==> config.mk <==
export PLATFORM = sky130hd
export DESIGN_NAME = viterbi_survivor_mem
export DESIGN_NICKNAME = d
export VERILOG_FILES = /design/src/rtl/viterbi_survivor_mem.sv
export SDC_FILE = /design/constraint.sdc
export NUM_CORES = 1
export LEC_CHECK = 0
export ABC_AREA = 1
export CORE_MARGIN = 4
export CORE_UTILIZATION = 51
export CTS_CLUSTER_SIZE = 8
export DETAILED_ROUTE_END_ITERATION = 8
export PLACE_DENSITY = 0.68
export SLEW_MARGIN = 25
export SYNTH_ARGS = -nofsm -noshare
export SYNTH_HDL_FRONTEND = slang
export SYNTH_SLANG_ARGS = --single-unit
==> constraint.sdc <==
create_clock -name clk -period 3.8 [get_ports clk]
set_clock_uncertainty 0.15 [all_clocks]
set_input_delay 0.76 -clock clk [delete_from_list [all_inputs] [get_ports clk]]
set_output_delay 0.76 -clock clk [all_outputs]
set_load 0.01 [all_outputs]
==> src/rtl/viterbi_survivor_mem.sv <==
// viterbi_survivor_mem
// Traceback survivor memory for the Viterbi decoder. Decision columns from
// the ACS stage are stored in a circular buffer of TB_DEPTH columns. Once the
// buffer is full, the block traces back from the reported best state and
// emits the input bit of the oldest undecoded column.
//
// Build option: define SURV_FLUSH_EN to build the end-of-frame drain path
// (flush / flush_done). Without it the flush input is ignored, flush_done is
// held at 0, and columns left in the buffer are never emitted.

module viterbi_survivor_mem #(
    parameter int K        = 3,
    parameter int TB_DEPTH = 16,
    localparam int NUM_STATES = 2 ** (K - 1),
    localparam int SW         = K - 1
) (
    input  logic                  clk,
    input  logic                  rst,
    input  logic                  dec_valid,
    output logic                  dec_ready,
    input  logic [NUM_STATES-1:0] dec_bits,
    input  logic [SW-1:0]         best_state,
    output logic                  out_valid,
    input  logic                  out_ready,
    output logic                  out_bit,
    input  logic                  flush,
    output logic                  flush_done
);

    localparam int PW = (TB_DEPTH > 1) ? $clog2(TB_DEPTH) : 1;
    localparam int CW = $clog2(TB_DEPTH + 1);

    localparam logic [PW-1:0] LAST_PTR = PW'(TB_DEPTH - 1);
    localparam logic [CW-1:0] DEPTH_C  = CW'(TB_DEPTH);

    localparam logic [1:0] S_ACCEPT = 2'd0;
    localparam logic [1:0] S_TRACE  = 2'd1;
    localparam logic [1:0] S_EMIT   = 2'd2;

    logic [1:0]            state;
    logic [NUM_STATES-1:0] mem [TB_DEPTH];
    logic [PW-1:0]         wr_ptr;
    logic [PW-1:0]         tb_ptr;
    logic [CW-1:0]         count;
    logic [CW-1:0]         remaining;
    logic [SW-1:0]         tb_state;

    logic                  accept;
    logic [PW-1:0]         wr_ptr_next;
    logic [PW-1:0]         tb_ptr_prev;
    logic                  trace_bit;
    logic [SW-1:0]         pred_state;
    logic [CW-1:0]         count_dec;

    assign dec_ready   = (state == S_ACCEPT);
    assign out_valid   = (state == S_EMIT);
    assign accept      = dec_ready && dec_valid;
    assign wr_ptr_next = (wr_ptr == LAST_PTR) ? '0 : wr_ptr + PW'(1);
    assign tb_ptr_prev = (tb_ptr == '0) ? LAST_PTR : tb_ptr - PW'(1);
    assign trace_bit   = mem[tb_ptr][tb_state];
    assign pred_state  = {tb_state[SW-2:0], trace_bit};
    assign count_dec   = count - CW'(1);

`ifdef SURV_FLUSH_EN
    logic          flush_active;
    logic [SW-1:0] last_best;
    logic [PW-1:0] newest_ptr;

    assign newest_ptr = (wr_ptr == '0) ? LAST_PTR : wr_ptr - PW'(1);
`else
    logic unused_flush;

    assign unused_flush = flush;
    assign flush_done   = 1'b0;
`endif

    // Decision column storage: one column written per accepted handshake
    always_ff @(posedge clk or posedge rst) begin
        if (rst) begin
            for (int i = 0; i < TB_DEPTH; i++) begin
                mem[i] <= '0;
            end
        end else if (accept) begin
            mem[wr_ptr] <= dec_bits;
        end
    end

    // Accept / traceback / emit sequencing and buffer bookkeeping
    always_ff @(posedge clk or posedge rst) begin
        if (rst) begin
            state     <= S_ACCEPT;
            wr_ptr    <= '0;
            tb_ptr    <= '0;
            count     <= '0;
            remaining <= '0;
            tb_state  <= '0;
            out_bit   <= 1'b0;
`ifdef SURV_FLUSH_EN
            flush_active <= 1'b0;
            last_best    <= '0;
            flush_done   <= 1'b0;
`endif
        end else begin
`ifdef SURV_FLUSH_EN
            flush_done <= 1'b0;
`endif
            case (state)
                S_ACCEPT: begin
                    if (dec_valid) begin
                        wr_ptr <= wr_ptr_next;
                        count  <= count + CW'(1);
`ifdef SURV_FLUSH_EN
                        last_best <= best_state;
`endif
                        if (count + CW'(1) == DEPTH_C) begin
                            tb_ptr    <= wr_ptr;
                            tb_state  <= best_state;
                            remaining <= DEPTH_C - CW'(1);
                            state     <= S_TRACE;
                        end
                    end
`ifdef SURV_FLUSH_EN
                    else if (flush) begin
                        if (count != '0) begin
                            flush_active <= 1'b1;
                            tb_ptr       <= newest_ptr;
                            tb_state     <= last_best;
                            remaining    <= count_dec;
                            state        <= S_TRACE;
                        end else begin
                            flush_done <= 1'b1;
                        end
                    end
`endif
                end
                S_TRACE: begin
                    if (remaining != '0) begin
                        tb_state  <= pred_state;
                        tb_ptr    <= tb_ptr_prev;
                        remaining <= remaining - CW'(1);
                    end else begin
                        out_bit <= tb_state[SW-1];
                        state   <= S_EMIT;
                    end
                end
                S_EMIT: begin
                    if (out_ready) begin
                        count <= count_dec;
`ifdef SURV_FLUSH_EN
                        if (flush_active) begin
                            if (count_dec != '0) begin
                                tb_ptr    <= newest_ptr;
                                tb_state  <= last_best;
                                remaining <= count_dec - CW'(1);
                                state     <= S_TRACE;
                            end else begin
                                flush_done   <= 1'b1;
                                flush_active <= 1'b0;
                                state        <= S_ACCEPT;
                            end
                        end else begin
                            state <= S_ACCEPT;
                        end
`else
                        state <= S_ACCEPT;
`endif
                    end
                end
                default: begin
                    state <= S_ACCEPT;
                end
            endcase
        end
    end

endmodule

==> results.py <==
metrics = {
    "setup_path": {
        "cpMostUsedCell": "inv_1",
        "worstPathRequired_ns": 2.89,
        "slowest_delay_ns": 0.55,
        "critical_path_class": "reg -> out",
        "cp_slowest_cell": "clkdlybuf4s50_1",
        "cp-start-kind": "flop",
        "worstSetupEndpointType": "output pin",
        "arrival_ns": 1.76,
        "crit_chain": "inv_1 -> nand2_1 -> inv_1 -> clkdlybuf4s50_1",
        "critPathTopFamily": "buffers and inverters",
        "cp_num_buf_inv": 3,
        "cp_max_fo": 7,
    },
    "floorplanning": {
        "floorplan.die_area_mm2": 0.00991,
        "start_util_pct": 52.3,
        "die_x_um": 99.6,
        "core_mm2": 0.00818,
        "die_h_um": 99.6,
        "rows": 33,
        "io_pins": 15,
    },
    "grt": {
        "grt_pass1_wl_um": 16500,
        "grt_overflow": 0,
        "track_usage_pct": 21.2,
        "grt_pass1_vias": 3377,
        "grt_start_max_net_pins": 53,
        "grt_antenna_before_repair": 0,
    },
    "clock_network": {
        "post_cts_buffers": 0,
        "cts_tree": "yes",
        "htreeDepth": 3,
        "ctsRootBufferMaster": "clkbuf_8",
        "cts_buffers": 9,
        "post_cts_resized": 0,
        "clock_latency_ns": 0.36,
        "cts_max_path_buffers": 2,
        "path_clk_slew_ns": 0.09,
        "cts_hold_buf": 0,
        "cts_num_sinks": 87,
    },
    "synthesis": {
        "synthMuxAreaShare_pct": 0,
        "synth-simple-area-share_pct": 25.2,
        "avgSynthCellArea_um2": 7.98,
        "synth.net_count": 555,
        "yosysSeqAreaShare_pct": 50.9,
        "synth_top_family_by_area": "simple AND/OR/NAND/NOR gates",
        "synth.area.top_cells": "dfrtp_1 (51%), nand2_1 (14%), o21ai_0 (7.0%), nand3_1 (4.8%), a21oi_1 (4.7%)",
        "synthAdderAreaFrac_pct": 2.34,
        "yosysTopAreaCellShare_pct": 50.9,
        "synth_area_mm2": 0.00428,
        "synth_cell_types": 29,
        "synthXorXnorAreaFrac_pct": 1.43,
        "yosysTopAreaCell": "dfrtp_1",
        "ys_ff_latch": 87,
        "synth_compound_area_share_pct": 13.7,
        "ys_warn_count": 0,
        "synth_cells": 536,
    },
    "sta": {
        "fin_hold_ws_ns": 0.342,
        "rsz0062_at_grt": "no",
        "worst_pin_slew_ns": 0.800,
        "hold_violations": 0,
        "fin_tns_setup_ns": 0,
        "fin_crit_ns": 2.67,
        "finalWorstSetupSlack_ns": 1.13,
        "fmax_mhz": 374,
        "max_slew_margin_pct": 46.7,
        "setup_viol": 0,
        "drv_slew": 0,
        "finalCritPeriodShare_pct": 70.3,
    },
    "detailed_routing": {
        "drc": 0,
        "drtPass1Iterations": 5,
        "route.antenna.remaining_nets": 0,
        "route.detailed.wl_per_inst_um": 14.9,
        "routed_wl_um": 9720,
        "viasPerCell": 5.33,
        "drtIter0Drc": 200,
        "dr_total_vias": 3488,
    },
    "run_status": {
        "status": "finished, final reports clean",
    },
    "cells_and_area": {
        "drive_gt1_share_pct": 5.83,
        "areaGrowthSynthToFinish_pct": 9.60,
        "layout.nets": 564,
        "diodes": 0,
        "fin_area_mm2": 0.00469,
        "n_fill_cell": 770,
    },
    "placement": {
        "io_buffers": 12,
        "place_congestion": 0.924,
        "hpwl_um": 6830,
        "placedInstanceArea_mm2": 0.00446,
        "pre_cts_slack_ns": 1.31,
    },
    "worst_hold_path": {
        "hold_path_class": "reg -> reg",
    },
    "pwr": {
        "peakVddDrop_v": 0.000385,
        "powerDensity_mw_per_mm2": 827,
        "leakagePower_nw": 2.25,
    },
    "run": {
        "max-cap-violations": 0,
    },
}
## synth_stat cells
library cell  count
clkinv_1          2
nor3_1            1
conb_1            1
o21ai_1           4
nand2_1         161
inv_1            41
or2_2             1
a221oi_1          1
nor2_2            8
nor4_1            1
xnor2_1           1
a31oi_1           1
inv_2             3
xor2_1            6
nand3_1          41
o211ai_1          6
a21oi_1          40
nor2_1           40
or2_0             1
o22ai_1           1
dfrtp_1          87
o21ai_0          60
clkbuf_1          5
nor2_4            3
ha_1              8
nand2_4           1
buf_2             5
buf_6             2
buf_4             4
## layout make-up
cell class	count	area, um2	share of cell area (%)
timing repair buffer	14	148	3.15
clock buffer	11	131	2.80
inverter	46	174	3.71
sequential	87	2180	46.4
clock inverter	4	95.1	2.03
tap	105	131	2.80
multi-input combinational	387	1830	39.1
## per-layer routing
layer / global-route usage, % / vias up / share of wire [%]
li1: - / 1745 / -
met1: 28.2 / 1630 / 43
met2: 34.6 / 102 / 49
met3: 4.77 / 11 / 5.6
met4: 7.14 / 0 / 1.7
met5: 0 / - / 0
## logic make-up after synthesis
logic type,after synthesis
compound gates,113
buf+inv,62
other cells,1
simple gates,258
fa+ha+maj,8
xor+xnor,7
flops,87
## power by group
part           total [W]  internal [W]  switching [W]
logic            0.00149      0.000540       0.000952
clock network   0.000749      0.000433       0.000316
registers        0.00163       0.00132       0.000313
## metrics by stage
stage / total power, W / cells / utilization, %
3_3_place_gp: 0.00305 / 639 / 54.6
6_report: 0.00387 / 654 / 57.3
4_1_cts: 0.00389 / 654 / 57.3
2_1_floorplan: 0.00275 / 536 / -
3_5_place_dp: 0.00312 / 639 / 54.6
5_1_grt: 0.00421 / 654 / 57.3
## layout by cell type, fill, tap and decap left out
master,instances
or2_0,1
nand2_1,161
o211ai_1,6
bufinv_16,3
xor2_1,6
clkinv_1,2
nand2_4,1
inv_2,3
buf_12,1
clkinv_2,2
nor2_2,8
o21ai_1,4
a21oi_1,40
dfrtp_1,87
o21ai_0,60
ha_1,8
inv_1,40
buf_4,1
clkbuf_8,9
or2_2,1
clkbuf_1,2
xnor2_1,1
a221oi_1,1
nor3_1,1
nor4_1,1
conb_1,1
nand3_1,41
clkdlybuf4s50_1,12
nor2_1,40
nor2_4,3
o22ai_1,1
a31oi_1,1
## registers in the layout, summed over array words and instances, names as in the netlist
name       count
count          5
wr_ptr         4
tb_state       2
tb_ptr         4
out_bit        1
state          2
remaining      5
mem           64
## tightest hold or removal path, delay by kind of cell (launching register included)
family / cells / cell delay, ns
AO/OA/AOI/OAI: 1 / 0.06
flip-flops: 1 / 0.35
AND/OR/NAND/NOR: 1 / 0.05
## path summary, 6_finish.rpt
| kind | start | endpoint | cells after the start | slack (ns) |
|---|---|---|---|---|
| setup / recovery | state[0] | out_valid | 4 | 1.13 |
| hold / removal | mem[14] | mem[14] | 2 | 0.34 |
| setup reg to reg | tb_ptr[0] | tb_state[0] | 13 | 1.25 |
| hold reg to reg | mem[14] | mem[14] | 2 | 0.34 |
| max in group asynchronous | rst | mem[46] | 3 | 2.17 |
| min in group asynchronous | rst | mem[55] | 2 | 0.64 |
(Power assumes the default switching activity.)
